**config.mk**
```make
export PLATFORM = sky130hd
export DESIGN_NAME = fb_port_arbiter
export DESIGN_NICKNAME = d
export VERILOG_FILES = /design/src/rtl/fb_port_arbiter.sv
export SDC_FILE = /design/constraint.sdc
export NUM_CORES = 1
export LEC_CHECK = 0
export CELL_PAD_IN_SITES_DETAIL_PLACEMENT = 1
export CELL_PAD_IN_SITES_GLOBAL_PLACEMENT = 2
export CORE_ASPECT_RATIO = 0.8
export CORE_UTILIZATION = 23
export DETAILED_ROUTE_END_ITERATION = 16
export PLACE_DENSITY = 0.85
export SYNTH_ARGS = -nofsm -noshare
export SYNTH_HDL_FRONTEND = slang
export SYNTH_SLANG_ARGS = --single-unit
```
**constraint.sdc**
```tcl
create_clock -name Clck -period 2 [get_ports Clck]
set_input_delay 0.6 -clock Clck [delete_from_list [all_inputs] [get_ports Clck]]
set_output_delay 0.6 -clock Clck [all_outputs]
set_load 0.01 [all_outputs]
```
**src/rtl/fb_port_arbiter.sv**
```systemverilog
// rtl/fb_port_arbiter.sv - frame-buffer RAM arbiter: priority reader, round-robin writers, starvation guard
module fb_port_arbiter #(
  parameter int COLOR_W  = 3,
  parameter int ADDR_W   = 15,
  parameter int DEPTH    = 19200,
  parameter int MAX_WAIT = 8
) (
  input  logic               Clck,
  input  logic               Reset,
  input  logic               rd_req,
  input  logic [ADDR_W-1:0]  rd_addr,
  output logic               rd_gnt,
  output logic [COLOR_W-1:0] rd_data,
  output logic               rd_valid,
  input  logic               w0_req,
  input  logic [ADDR_W-1:0]  w0_addr,
  input  logic [COLOR_W-1:0] w0_data,
  output logic               w0_gnt,
  input  logic               w1_req,
  input  logic [ADDR_W-1:0]  w1_addr,
  input  logic [COLOR_W-1:0] w1_data,
  output logic               w1_gnt,
  output logic [ADDR_W-1:0]  mem_addr,
  output logic [COLOR_W-1:0] mem_wdata,
  output logic               mem_we,
  input  logic [COLOR_W-1:0] mem_rdata
);

  localparam int CNT_W = $clog2(MAX_WAIT + 1);
  localparam logic [ADDR_W-1:0] DEPTH_A = ADDR_W'(DEPTH);
  localparam logic [CNT_W-1:0]  MAX_C   = CNT_W'(MAX_WAIT);

  logic [CNT_W-1:0]   starve_cnt;
  logic               last_w;          // 0: w0 granted last, 1: w1 granted last
  logic               rd_tag1, rd_tag2;
  logic               rd_oor1, rd_oor2;

  logic               e_rd, e_w0, e_w1, w_any, w_pick, starved;
  logic               grant_w, grant_r;
  logic [ADDR_W-1:0]  w_addr;
  logic [COLOR_W-1:0] w_data;

  always_comb begin
    e_rd    = rd_req & ~rd_gnt;
    e_w0    = w0_req & ~w0_gnt;
    e_w1    = w1_req & ~w1_gnt;
    w_any   = e_w0 | e_w1;
    // w1 wins unless w0 is also eligible and w1 had the last turn
    w_pick  = e_w1 & ~(e_w0 & last_w);
    starved = (starve_cnt == MAX_C);
    grant_w = w_any & (starved | ~e_rd);
    grant_r = e_rd & ~grant_w;
    w_addr  = w_pick ? w1_addr : w0_addr;
    w_data  = w_pick ? w1_data : w0_data;
  end

  always_ff @(posedge Clck) begin
    if (!Reset) begin
      rd_gnt     <= 1'b0;
      w0_gnt     <= 1'b0;
      w1_gnt     <= 1'b0;
      mem_we     <= 1'b0;
      mem_addr   <= '0;
      mem_wdata  <= '0;
      starve_cnt <= '0;
      last_w     <= 1'b1;
      rd_tag1    <= 1'b0;
      rd_tag2    <= 1'b0;
      rd_oor1    <= 1'b0;
      rd_oor2    <= 1'b0;
      rd_valid   <= 1'b0;
      rd_data    <= '0;
    end else begin
      rd_gnt  <= grant_r;
      w0_gnt  <= grant_w & ~w_pick;
      w1_gnt  <= grant_w & w_pick;
      mem_we  <= 1'b0;
      if (grant_w) begin
        mem_addr   <= w_addr;
        mem_wdata  <= w_data;
        mem_we     <= (w_addr < DEPTH_A);
        last_w     <= w_pick;
        starve_cnt <= '0;
      end else if (grant_r) begin
        mem_addr <= rd_addr;
        // a reader win with a writer waiting implies not yet saturated
        if (w_any)
          starve_cnt <= starve_cnt + 1'b1;
      end
      rd_tag1  <= grant_r;
      rd_oor1  <= (rd_addr >= DEPTH_A);
      rd_tag2  <= rd_tag1;
      rd_oor2  <= rd_oor1;
      rd_valid <= rd_tag2;
      if (rd_tag2)
        rd_data <= rd_oor2 ? '0 : mem_rdata;
    end
  end

endmodule

```
Word-level counts from Yosys, hierarchy flattened
Index checks and enable logic that the tools add are counted.

word-level totals
  bits in registers = 34
  input bits = 59
  output and inout bits = 26
  word-level logic and storage cells = 45

cells by class
  $add $sub $neg = 1
  magnitude comparators = 2
  equal/unequal tests = 1
  mux-type cells = 5
  bitwise operators = 19
  reductions and logical operators = 4

operators by type and width
  operator                number
  $mux W15                3
  $ge A15 B15 Y1 const B  1
  $lt A15 B15 Y1 const B  1
  $and A1 B1 Y1           9
  $not A1 Y1              8
  $mux W3                 2
  $add A4 B1 Y4 const B   1
  $eq A4 B4 Y1 const B    1
  $reduce_and A2 Y1       2
  $or A1 B1 Y1            2
  $reduce_bool A2 Y1      1
  $reduce_or A2 Y1        1

Depth between registers and ports, before layout
Gate-level depths: netlist (run 1).

  depth in word-level cells = 9
  gate-level depth with buffers = 7
  gate-level depth less buffers = 6

Worst setup path after synthesis (run 1)
No wires, ideal clock.

  kind = input -> register
  from = in rd_req
  to = reg mem_addr[0]
  library setup time = 87 ps
  data arrival time = 1454 ps
  data required time = 1913 ps
  setup slack = 459 ps
  stages on the path = 6
  buffers on the path = 2
  path through = nor2b_2 > buf_8 > a22oi_4 > buf_6 > nor2_1 > o31ai_1

between the ends
  cells in the longest elaborated chain, start to end = 7
  elaborated cells on any way between the ends = 8
  classes of those cells = mux: 1; bitwise: 6; reduce/logical: 1

RTL lines
  item                                 line  text
  start: declaration                   10    input logic rd_req,
  $and A1 B1 Y1 *                      44    e_rd = rd_req & ~rd_gnt;
  $not A1 Y1                           51    grant_w = w_any & (starved | ~e_rd);
  $or A1 B1 Y1                         51
  $and A1 B1 Y1                        51
  $not A1 Y1                           52    grant_r = e_rd & ~grant_w;
  $and A1 B1 Y1                        52
  $reduce_bool A2 Y1 (no source line)  --
  end signal: assignment               79    mem_addr <= w_addr;
  end signal: assignment               85    mem_addr <= rd_addr;
  end: declaration                     23    output logic [ADDR_W-1:0] mem_addr,

Mark *: on every way between the ends. The rest lies on a longest branch, timed or not.
A chain may end at the register's enable or synchronous reset.

Worst setup path in the final report (run 1)
  from = in w1_req
  to = reg mem_addr[13]

between the ends
  cells in the longest elaborated chain, start to end = 6
  elaborated cells on any way between the ends = 9
  classes of those cells = mux: 2; bitwise: 6; reduce/logical: 1

RTL lines
  item                                 line  text
  start: declaration                   19    input logic w1_req,
  $and A1 B1 Y1 *                      46    e_w1 = w1_req & ~w1_gnt;
  $or A1 B1 Y1                         47    w_any = e_w0 | e_w1;
  $and A1 B1 Y1                        51
  $not A1 Y1                           52
  $and A1 B1 Y1                        52
  $reduce_bool A2 Y1 (no source line)  --

Marked as above.

==> metrics.md, run 1 <==
| Metric | Value |
|---|---|
| Sequential fraction of design power | 42.1% |
| YS warnings | 0 |
| Total CTS buffers | 5 |
| Synth top area cells | dfxtp_1, and3_1, or3_1 |
| GP Congestion | 0.772 |
| Crit-path cells | clkdlybuf4s50_1 > or3b_4 > and3_1 > o21ai_0 > a21boi_1 |
| Final Instance Area | around 0.003 mm² |
| Worst Skew | roughly 0.015 ns |
| Row count | 28 |
| Worst path max stage delay | roughly 0.57 ns |
| Worst-path clk slew | 0.07 ns |
| DRT iter0 DRCs | 48 |
| Port bufs | 84 |
| Layout cells sized above 1 | 11.7% |
| Initial antenna violation count | 0 |
| Post-route DRC violation count | 0 |
| Drt wl/cell | 14.7 µm |
| CP arrival | roughly 2.1 ns |
| Distinct cells, synth | 45 |
| Leakage dissipation | 1.14 nW |
| Synth Area in Simple Gates | a little under a third |
| Total GRT Usage | 15.7% |
| Via Count | 1,947 |
| VDD IR-drop max | around 0.27 mV |
| Core box area | 0.00757 mm² |
| Internal power | 1.28 mW |
| Synthesized-area fraction occupied by adder cells | 1.36% |
| Register-to-register setup slack | 0.44 ns |
| Combinational share of power | 28.8% |
| Setup Crit Path Kind | in -> reg |
| Cell Area, Placed | 0.00289 mm² |
| Final Setup Violations | 0 |
| First-pass GRT wire length | roughly 10,000 µm |
| Relative slew slack | 78.5% |
| Root Buffer Master | clkbuf_8 |
| Die ar. | 0.00834 mm² |
| Number of synthesized flops with an enable pin | 0 |
| Max Fclk | 517 MHz |
| Remaining Overflow, GRT | 0 |
| Clock Sinks | 34 |
| CP max stage cell | clkdlybuf4s50_1 |
| Crit Path Max Fanout | 7 |
| FILL cells | 912 |
| WP data required | 2.18 ns |
| Sw power | between 0.5 and 0.6 mW |
| CTS tree | yes |
| Mean number of vias per cell | 4.70 |
| Top-area cell type share of the netlist area | 37.1% |
| Worst slew pin tran | 0.321 ns |
| Net count after synthesis | 272 |
| CP startpoint kind | input port |
| IO Count | 85 |
| Setup crit end kind | flop |
| H-Tree Level Count | 2 |
| Crit share post-route | a little over nine tenths |
| Fin. Hold Viols | 0 |
| Clock power share | 29.1% |
| Min Tclk post-route | 1.93 ns |
| Slew Viols, Final | 0 |
| Synth Register Bits | 34 |
| 1st-pass router iterations | 4 |
| Post-synth top flop | dfxtp_1 |
| Post-Synthesis Cells | 211 |
| Seq/Total Area, Yosys | 37.1% |
| Die W | 102 µm |
| Max clock buf depth | 2 |
| HPWL Detailed | 4790 µm |
| N_diodes | 0 |
| Final wirelength | 6100 µm |
| Worst min path class | reg -> reg |
| Area leader, netlist | dfxtp_1 |
| Starting density of the core | between 20% and 30% |
| Nets | 369 |
| Compound-gate portion of the synthesized area | 23.7% |
| Final TNS setup | 0 ns |
| Vias in the first global route | about 2.1k |
| Worst-Skew Late Latency | 0.30 ns |
| Ys async rst share | 0% |
| Post-Syn Area | about 0.0018 mm² |
| XOR/XNOR Fraction of Synth Area | 0% |
| Hold buffer count at cts | 0 |
| Switching share of power | between 20% and 30% |
| Area grow syn2layout | 63.0% |
| Unrepaired setup endpoints after global routing | no |
| Main combinational cell family by area after synthesis | simple AND/OR/NAND/NOR gates |
| Pwr/cell area | 606 mW/mm² |
| Die height | 81.9 µm |
| Status | complete, no violations |
| Post CTS Setup Buffer Count | 0 |
| Post-synthesis mux area share | 0.545% |
| Pin count of the biggest net entering global routing | 21 |
| Syn Area/Cell | 8.70 µm² |
| Max cap viols | 0 |
| Routed Antenna Nets | 0 |
| Post_cts resized | 0 |
-- final cells by class --
type,count,area [µm²],area share (%)
Sequential cell,34,682,22.8
Clock inverter,3,21.3,0.711
Multi-Input combinational cell,163,1060,35.4
Clock buffer,5,68.8,2.30
Tap cell,105,131,4.39
Inverter,3,11.3,0.376
Timing Repair Buffer,101,1020,34.0
-- cells by family (layout without fill, tap and decap cells) --
logic type,Yosys count,count (layout)
compound gates,62,62
buf+inv,14,112
mux,1,1
flops,34,34
fa+ha+maj,2,2
simple gates,98,98
-- state kept, by name, indices dropped and copies added (netlist names) --
signal	flops
mem_addr	15
starve_cnt	4
mem_wdata	3
rd_data	3
last_w	1
mem_we	1
rd_oor1	1
rd_oor2	1
rd_tag1	1
rd_tag2	1
rd_valid	1
w0_gnt	1
w1_gnt	1
-- critical path, delay by kind of cell --
family / cells / cell delay, ns
buffers and inverters: 1 / 0.57
AO/OA/AOI/OAI: 2 / 0.30
AND/OR/NAND/NOR: 2 / 0.64
-- cell usage after synthesis, drive strengths merged, types with 2 or more instances --
cell,n
and3,15
a21oi,12
a21boi,10
o21ai,15
buf,8
nor2b,9
nand2,16
nand3b,2
nand2b,3
nor2,12
nor3,2
inv,3
o311a,2
a31oi,3
dfxtp,34
and3b,2
o31ai,7
clkbuf,3
or3,14
nor3b,3
a32oi,7
ha,2
and2,4
nand3,13
-- power by group through the flow --
stage	clock (mW)	combinational (mW)	sequential [mW]
final	0.528	0.522	0.763
after global routing	0.578	0.571	0.771
after CTS	0.542	0.525	0.763
after detailed placement	0	0.522	0.778
after global placement	0	0.516	0.777
after floorplan	0	0.206	0.792
-- per-stage QoR --
step | hold slack [ns] | setup slack [ns] | util [%] | power [mW] | std cells
final | 0.449 | 0.0672 | 39.5 | 1.81 | 414
after global placement | 0.425 | -0.168 | 38.2 | 1.29 | 406
after detailed placement | 0.438 | -0.256 | 38.2 | 1.30 | 406
after global routing | 0.481 | 0.0325 | 39.5 | 1.92 | 414
after CTS | 0.456 | 0.0104 | 39.4 | 1.83 | 414
after floorplan | 0.412 | 0.459 | - | 0.999 | 211
-- cells in the final DEF (no fill, tap or decap), types with 3 or more instances in the layout --
cell type         n
nor2_1           10
buf_4            13
o21ai_1           3
a21oi_1          12
nor2b_1           7
a21boi_1          8
a32oi_1           7
clkbuf_8          5
o31ai_1           7
o21ai_0          11
inv_1             3
nand3_1          13
a31oi_1           3
clkdlybuf4s50_1  84
buf_12            4
and2_1            4
dfxtp_1          33
or3_1            14
nand2_1          16
and3_1           15
-- per-layer routing --
metal | wire (µm) | track usage [%] | share of wire, % | up-vias
met5 | 0 | 0 | 0 | -
met4 | 36 | 3.57 | 0.59 | 0
met3 | 408 | 4.34 | 6.7 | 5
met2 | 2760 | 26.5 | 45 | 66
met1 | 2890 | 19.8 | 47 | 908
li1 | - | - | - | 968
-- path summary, 6_finish.rpt --
path                                    start            to  depth (start not counted)
worst min register to register        rd_oor1       rd_oor2                          1
worst max register to register  starve_cnt[0]   mem_addr[6]                          7
worst max-delay path                   w1_req  mem_addr[13]                          5
worst min-delay path                  rd_oor1       rd_oor2                          1
Power figures use the tool's default switching activity.
==> run 2, diff against run 1 <==
--- a/config.mk
+++ b/config.mk
@@ -5,12 +5,13 @@
 export SDC_FILE = /design/constraint.sdc
 export NUM_CORES = 1
 export LEC_CHECK = 0
+export ABC_CLOCK_PERIOD_IN_PS = 2000
 export CELL_PAD_IN_SITES_DETAIL_PLACEMENT = 1
 export CELL_PAD_IN_SITES_GLOBAL_PLACEMENT = 2
 export CORE_ASPECT_RATIO = 0.8
 export CORE_UTILIZATION = 23
 export DETAILED_ROUTE_END_ITERATION = 16
-export PLACE_DENSITY = 0.85
+export PLACE_DENSITY = 0.78
 export SYNTH_ARGS = -nofsm -noshare
 export SYNTH_HDL_FRONTEND = slang
 export SYNTH_SLANG_ARGS = --single-unit
==> metrics.md, run 2 (synthesis results as in run 1) <==
| Metric | Value |
|---|---|
| Status | complete, no violations |
| N_diodes | 0 (unchanged) |
| Nets | 374 (+1.4%) |
| Clock Sinks | 34 (unchanged) |
| Register-to-register setup slack | 0.42 ns (-0.02 ns) |
| Setup Crit Path Kind | reg -> out |
| DRT iter0 DRCs | 31 (-35%) |
| Worst path max stage delay | 0.59 ns (+0.02 ns) |
| Core box area | 0.00757 mm² (unchanged) |
| H-Tree Level Count | 2 (unchanged) |
| Pin count of the biggest net entering global routing | 21 (unchanged) |
| Sw power | 0.498 mW (-6.7%) |
| Post-route DRC violation count | 0 (unchanged) |
| Clock power share | 29.0% (about the same) |
| Die height | 81.9 µm (unchanged) |
| Switching share of power | 27.4% (-2.0 points) |
| Max Fclk | 518 MHz (about the same) |
| Pwr/cell area | 606 mW/mm² (about the same) |
| Post CTS Setup Buffer Count | 0 (unchanged) |
| Most common cell after layout, fill and taps aside | clkdlybuf4s50_1 |
| Crit-path leading delay family | buffers and inverters |
| Initial antenna violation count | 0 (unchanged) |
| Unrepaired setup endpoints after global routing | yes |
| Drt wl/cell | 14.6 µm (-1.0%) |
| Total CTS buffers | 5 (unchanged) |
| Starting density of the core | 24.3% (unchanged) |
| Hold buffer count at cts | 0 (unchanged) |
| CP max stage cell | clkdlybuf4s50_1 |
| Remaining Overflow, GRT | 0 (unchanged) |
| Sequential fraction of design power | 41.9% (-0.2 points) |
| Final wirelength | 6110 µm (+0.16%) |
| Most frequent cells in the layout | clkdlybuf4s50_1, dfxtp_1, buf_4 |
| 1st-pass router iterations | 4 (unchanged) |
| First-pass GRT wire length | 9820 µm (-1.9%) |
| CP startpoint kind | flop |
| Routed Antenna Nets | 0 (unchanged) |
| Relative slew slack | 73.3% (-5.3 points) |
| Max FFs per register | 15 (unchanged) |
| Largest regs | mem_addr: 15 flops, starve_cnt: 4 flops |
| GP Congestion | 0.772 (about the same) |
| Worst min path class | reg -> reg |
| Setup crit end kind | output port |
| Largest reg by FF count | mem_addr |
| Row count | 28 (unchanged) |
| HPWL Detailed | 4840 µm (+1.0%) |
| Crit-path cells | clkdlybuf4s50_1 |
| Port bufs | 84 (unchanged) |
| Mean number of vias per cell | 4.58 (-2.5%) |
| Worst Skew | 0.00591 ns (-0.00945 ns) |
| Max cap viols | 0 (unchanged) |
| Final Setup Violations | 0 (unchanged) |
| Combinational share of power | 29.1% (+0.3 points) |
| Leakage dissipation | 1.16 nW (+1.7%) |
| Total GRT Usage | 15.2% (-0.48 points) |
| VDD IR-drop max | 0.234 mV (-13%) |
| Max clock buf depth | 2 (unchanged) |
| CP arrival | 1.33 ns (-0.78 ns) |
| Non-filler instance count after layout | 419 (+1.2%) |
| Buffers and inverters on the worst path | 1 (unchanged) |
| Worst slew pin tran | 0.399 ns (+0.0785 ns) |
| Internal power | 1.32 mW (+2.9%) |
| WP data required | 1.40 ns (-0.78 ns) |
| Die W | 102 µm (unchanged) |
| Via Count | 1,921 (-1.3%) |
| Vias in the first global route | 1,990 (-4.0%) |
| Root Buffer Master | clkbuf_8 |
| IO Count | 85 (unchanged) |
| Worst-Skew Late Latency | 0.28 ns (-0.02 ns) |
| Area grow syn2layout | 63.3% |
| Fin. Hold Viols | 0 (unchanged) |
| Crit Path Max Fanout | 5 (-2) |
| CTS tree | yes |
| Worst-path clk slew | 0.07 ns (about the same) |
| Slew Viols, Final | 0 (unchanged) |
| Min Tclk post-route | 1.93 ns (-0.000737 ns) |
| Crit share post-route | 96.6% (about the same) |
| Layout cells sized above 1 | 12.4% (+0.77 points) |
| Die ar. | 0.00834 mm² (unchanged) |
| WHS | 0.448 ns (-0.00187 ns) |
| Placed cells | 411 (+1.2%) |
[run 2: power groups by stage]
| stage | registers (mW) | clock network [mW] | logic [mW] |
|---|---|---|---|
| global placement | 0.777 | 0 | 0.526 |
| CTS | 0.761 | 0.546 | 0.534 |
| detailed placement | 0.776 | 0 | 0.531 |
| floorplan | 0.792 | 0 | 0.206 |
| global route | 0.767 | 0.579 | 0.578 |
| finish | 0.760 | 0.527 | 0.528 |
[run 2: per-stage QoR]
step,instance area [µm²],setup WS [ns],util [%],power [mW],TNS [ns]
after floorplan,1840,0.459,-,0.999,0
after global placement,2900,-0.217,38.4,1.30,-2.40
after detailed placement,2900,-0.251,38.4,1.31,-2.86
after CTS,3000,0.0494,39.6,1.84,0
after global routing,3000,-0.0157,39.6,1.92,-0.0157
final,3000,0.0679,39.6,1.82,0
[run 2: routing by layer]
| metal | GRT usage, % | share of wire (%) |
|---|---|---|
| met1 | 21.1 | 50 |
| met2 | 24.6 | 44 |
| met3 | 3.32 | 5.7 |
| met4 | 2.14 | 0.26 |
| met5 | 0 | 0 |
[run 2: final cells by class]
class | count | area, µm²
Fill cell | 906 | 4570
Sequential cell | 34 | 681
Inverter | 3 | 11.3
Tap cell | 105 | 131
Multi-Input combinational cell | 163 | 1050
Timing Repair Buffer | 106 | 1030
Clock inverter | 1 | 5.00
Clock buffer | 7 | 86.3
[run 2: final timing paths]
| kind | from | end | cells past startpoint |
|---|---|---|---|
| max | w1_gnt | w1_gnt | 1 |
| min | rd_oor1 | rd_oor2 | 1 |
| max reg2reg | starve_cnt[0] | starve_cnt[2] | 7 |
| min reg2reg | rd_oor1 | rd_oor2 | 1 |
[run 2: timing repair]
item,in CTS,in global routing
gates resized for setup,0,1
hold endpoints to repair,0,0
endpoints found under the setup margin,0,2
==> run 3, diff against run 2 <==
==> config.mk (replaced) <==
export PLATFORM = sky130hd
export DESIGN_NAME = fb_port_arbiter
export DESIGN_NICKNAME = d
export VERILOG_FILES = /design/src/rtl/fb_port_arbiter.sv
export SDC_FILE = /design/constraint.sdc
export NUM_CORES = 1
export LEC_CHECK = 0
export ABC_CLOCK_PERIOD_IN_PS = 1650
export CELL_PAD_IN_SITES_DETAIL_PLACEMENT = 1
export CELL_PAD_IN_SITES_GLOBAL_PLACEMENT = 2
export CORE_ASPECT_RATIO = 0.8
export CORE_UTILIZATION = 20
export DETAILED_ROUTE_END_ITERATION = 16
export PLACE_DENSITY = 0.71
export SYNTH_ARGS = -nofsm -noshare
export SYNTH_HDL_FRONTEND = slang
export SYNTH_SLANG_ARGS = --single-unit
==> constraint.sdc (replaced) <==
create_clock -name Clck -period 1.65 [get_ports Clck]
set_input_delay 0.495 -clock Clck [delete_from_list [all_inputs] [get_ports Clck]]
set_output_delay 0.495 -clock Clck [all_outputs]
set_load 0.01 [all_outputs]
==> metrics.md, run 3 (synthesis results as in run 1) <==
| Metric | Value |
|---|---|
| Status | complete, no violations |
| Pwr/cell area | 809 mW/mm² (+34%) |
| Final Util | 35.6% (-4.0 points) |
| Worst slew pin tran | 0.419 ns (+0.0191 ns) |
| Worst-path clk slew | 0.06 ns (about the same) |
| CP max stage cell | clkdlybuf4s50_1 |
| Area grow syn2layout | 68.8% |
| Row count | 30 (+7.1%) |
| IO Count | 85 (unchanged) |
| Vias in the first global route | 2,106 (+5.8%) |
| 1st-pass router iterations | 4 (unchanged) |
| Unrepaired setup endpoints after global routing | yes |
| Hold buffer count at cts | 0 (unchanged) |
| Max cap viols | 0 (unchanged) |
| Relative slew slack | 72.0% (-1.3 points) |
| Final TNS setup | 0 ns (unchanged) |
| Leakage dissipation | 1.37 nW (+18%) |
| CP startpoint kind | flop |
| Via Count | 1,935 (+0.73%) |
| Fin. Hold Viols | 0 (unchanged) |
| Min Tclk post-route | 1.63 ns |
| Die ar. | 0.00957 mm² (+15%) |
| VDD IR-drop max | 0.350 mV (+49%) |
| Worst Skew | 0.00670 ns (+0.000788 ns) |
| Worst min path class | reg -> reg |
| Total GRT Usage | 14.0% (-1.2 points) |
| WHS | 0.442 ns (-0.00538 ns) |
| Initial antenna violation count | 0 (unchanged) |
| Total CTS buffers | 5 (unchanged) |
| HPWL Detailed | 5090 µm (+5.1%) |
| Layout cells sized above 1 | 13.7% (+1.3 points) |
| Crit Path Max Fanout | 1 (-4) |
| WP data required | 1.15 ns (-0.25 ns) |
| Crit-path cells | clkdlybuf4s50_1 |
| Starting density of the core | 21.1% (-3.2 points) |
| Routed Antenna Nets | 0 (unchanged) |
| Die height | 87.7 µm (+7.1%) |
| DP Worst Slack | -0.562 ns (-0.311 ns) |
| H-Tree Level Count | 2 (unchanged) |
| Port bufs | 84 (unchanged) |
| Crit share post-route | 98.6% |
| CP arrival | 1.13 ns (-0.20 ns) |
| Pin count of the biggest net entering global routing | 19 (-9.5%) |
| Largest regs | mem_addr: 15 flops, starve_cnt: 4 flops |
| Largest reg by FF count | mem_addr |
| Setup crit end kind | output port |
| Nets | 374 (unchanged) |
| Max Fclk | 615 MHz |
| Final Setup Violations | 0 (unchanged) |
| Mean number of vias per cell | 4.54 (-0.93%) |
| Buffers and inverters on the worst path | 1 (unchanged) |
| Max clock buf depth | 2 (unchanged) |
| CTS tree | yes |
| Crit-path leading delay family | buffers and inverters |
| Clock Sinks | 34 (unchanged) |
| Most frequent cells in the layout | clkdlybuf4s50_1, dfxtp_1, dlygate4sd2_1 |
| Most common cell after layout, fill and taps aside | clkdlybuf4s50_1 |
| Root Buffer Master | clkbuf_16 |
| Post-route DRC violation count | 0 (unchanged) |
| First-pass GRT wire length | 10,200 µm (+4.1%) |
| Post CTS Setup Buffer Count | 0 (unchanged) |
| Max FFs per register | 15 (unchanged) |
| Remaining Overflow, GRT | 0 (unchanged) |
| Die W | 109 µm (+7.1%) |
| Fin worst setup slack | 0.0233 ns (-0.0446 ns) |
| GP Congestion | 0.729 (-5.5%) |
| Worst path max stage delay | 0.54 ns (-0.05 ns) |
| N_diodes | 0 (unchanged) |
| DRT iter0 DRCs | 42 (+35%) |
| Core box area | 0.00871 mm² (+15%) |
| Final wirelength | 6510 µm (+6.6%) |
| Setup Crit Path Kind | reg -> out |
| Drt wl/cell | 15.3 µm (+4.8%) |
| Slew Viols, Final | 0 (unchanged) |
| Worst-Skew Late Latency | 0.28 ns (about the same) |
run 3: cell count changes in the layout (fill, tap and decap cells not counted), sizes merged:
cell           previous run  this run
clkinvlp                  0         1
buf                      22        21
clkdlybuf4s50            84        56
dlymetal6s2s              0         7
dlygate4sd2               0        21
run 3: per-stage QoR:
stage | instance area [µm²] | cells | power (mW)
after global placement | 2920 | 417 | 1.57
after global routing | 3100 | 426 | 2.63
after CTS | 3050 | 425 | 2.52
final | 3100 | 426 | 2.51
after floorplan | 1840 | 211 | 1.21
after detailed placement | 2920 | 417 | 1.58
run 3: cell type report:
class / count / area, µm²
fillers: 1026 / 5610
multi-input cells: 163 / 1060
repair buffers: 106 / 1050
flip-flops and latches: 34 / 682
well taps: 112 / 140
clock buffers: 6 / 139
clock inverters: 2 / 12.5
inverters: 3 / 11.3
run 3: power breakdown:
part	total, mW	internal (mW)	switching, mW
combinational	0.617	0.346	0.271
sequential	0.924	0.885	0.0393
clock	0.966	0.598	0.369
run 3: path summary, 6_finish.rpt:
check	start	to	slack (ns)	depth (start not counted)
max	mem_we	mem_we	0.02	1
min	rd_oor1	rd_oor2	0.44	1
max reg2reg	starve_cnt[0]	mem_addr[7]	0.12	7
min reg2reg	rd_oor1	rd_oor2	0.44	1
run 3: routing by layer:
metal / part of all wire, % / up-vias / global-route usage (%)
met5: 0 / - / 0
met4: 0.88 / 0 / 3.69
met3: 5.7 / 5 / 3.57
met2: 44 / 54 / 22.9
met1: 50 / 898 / 18.3
li1: - / 978 / -
run 3: repair_timing:
item | in CTS | in global routing
gates resized for setup | 25 | 10
pin swaps | 1 | 3
setup endpoints to repair | 39 | 26
cloned | 0 | 1
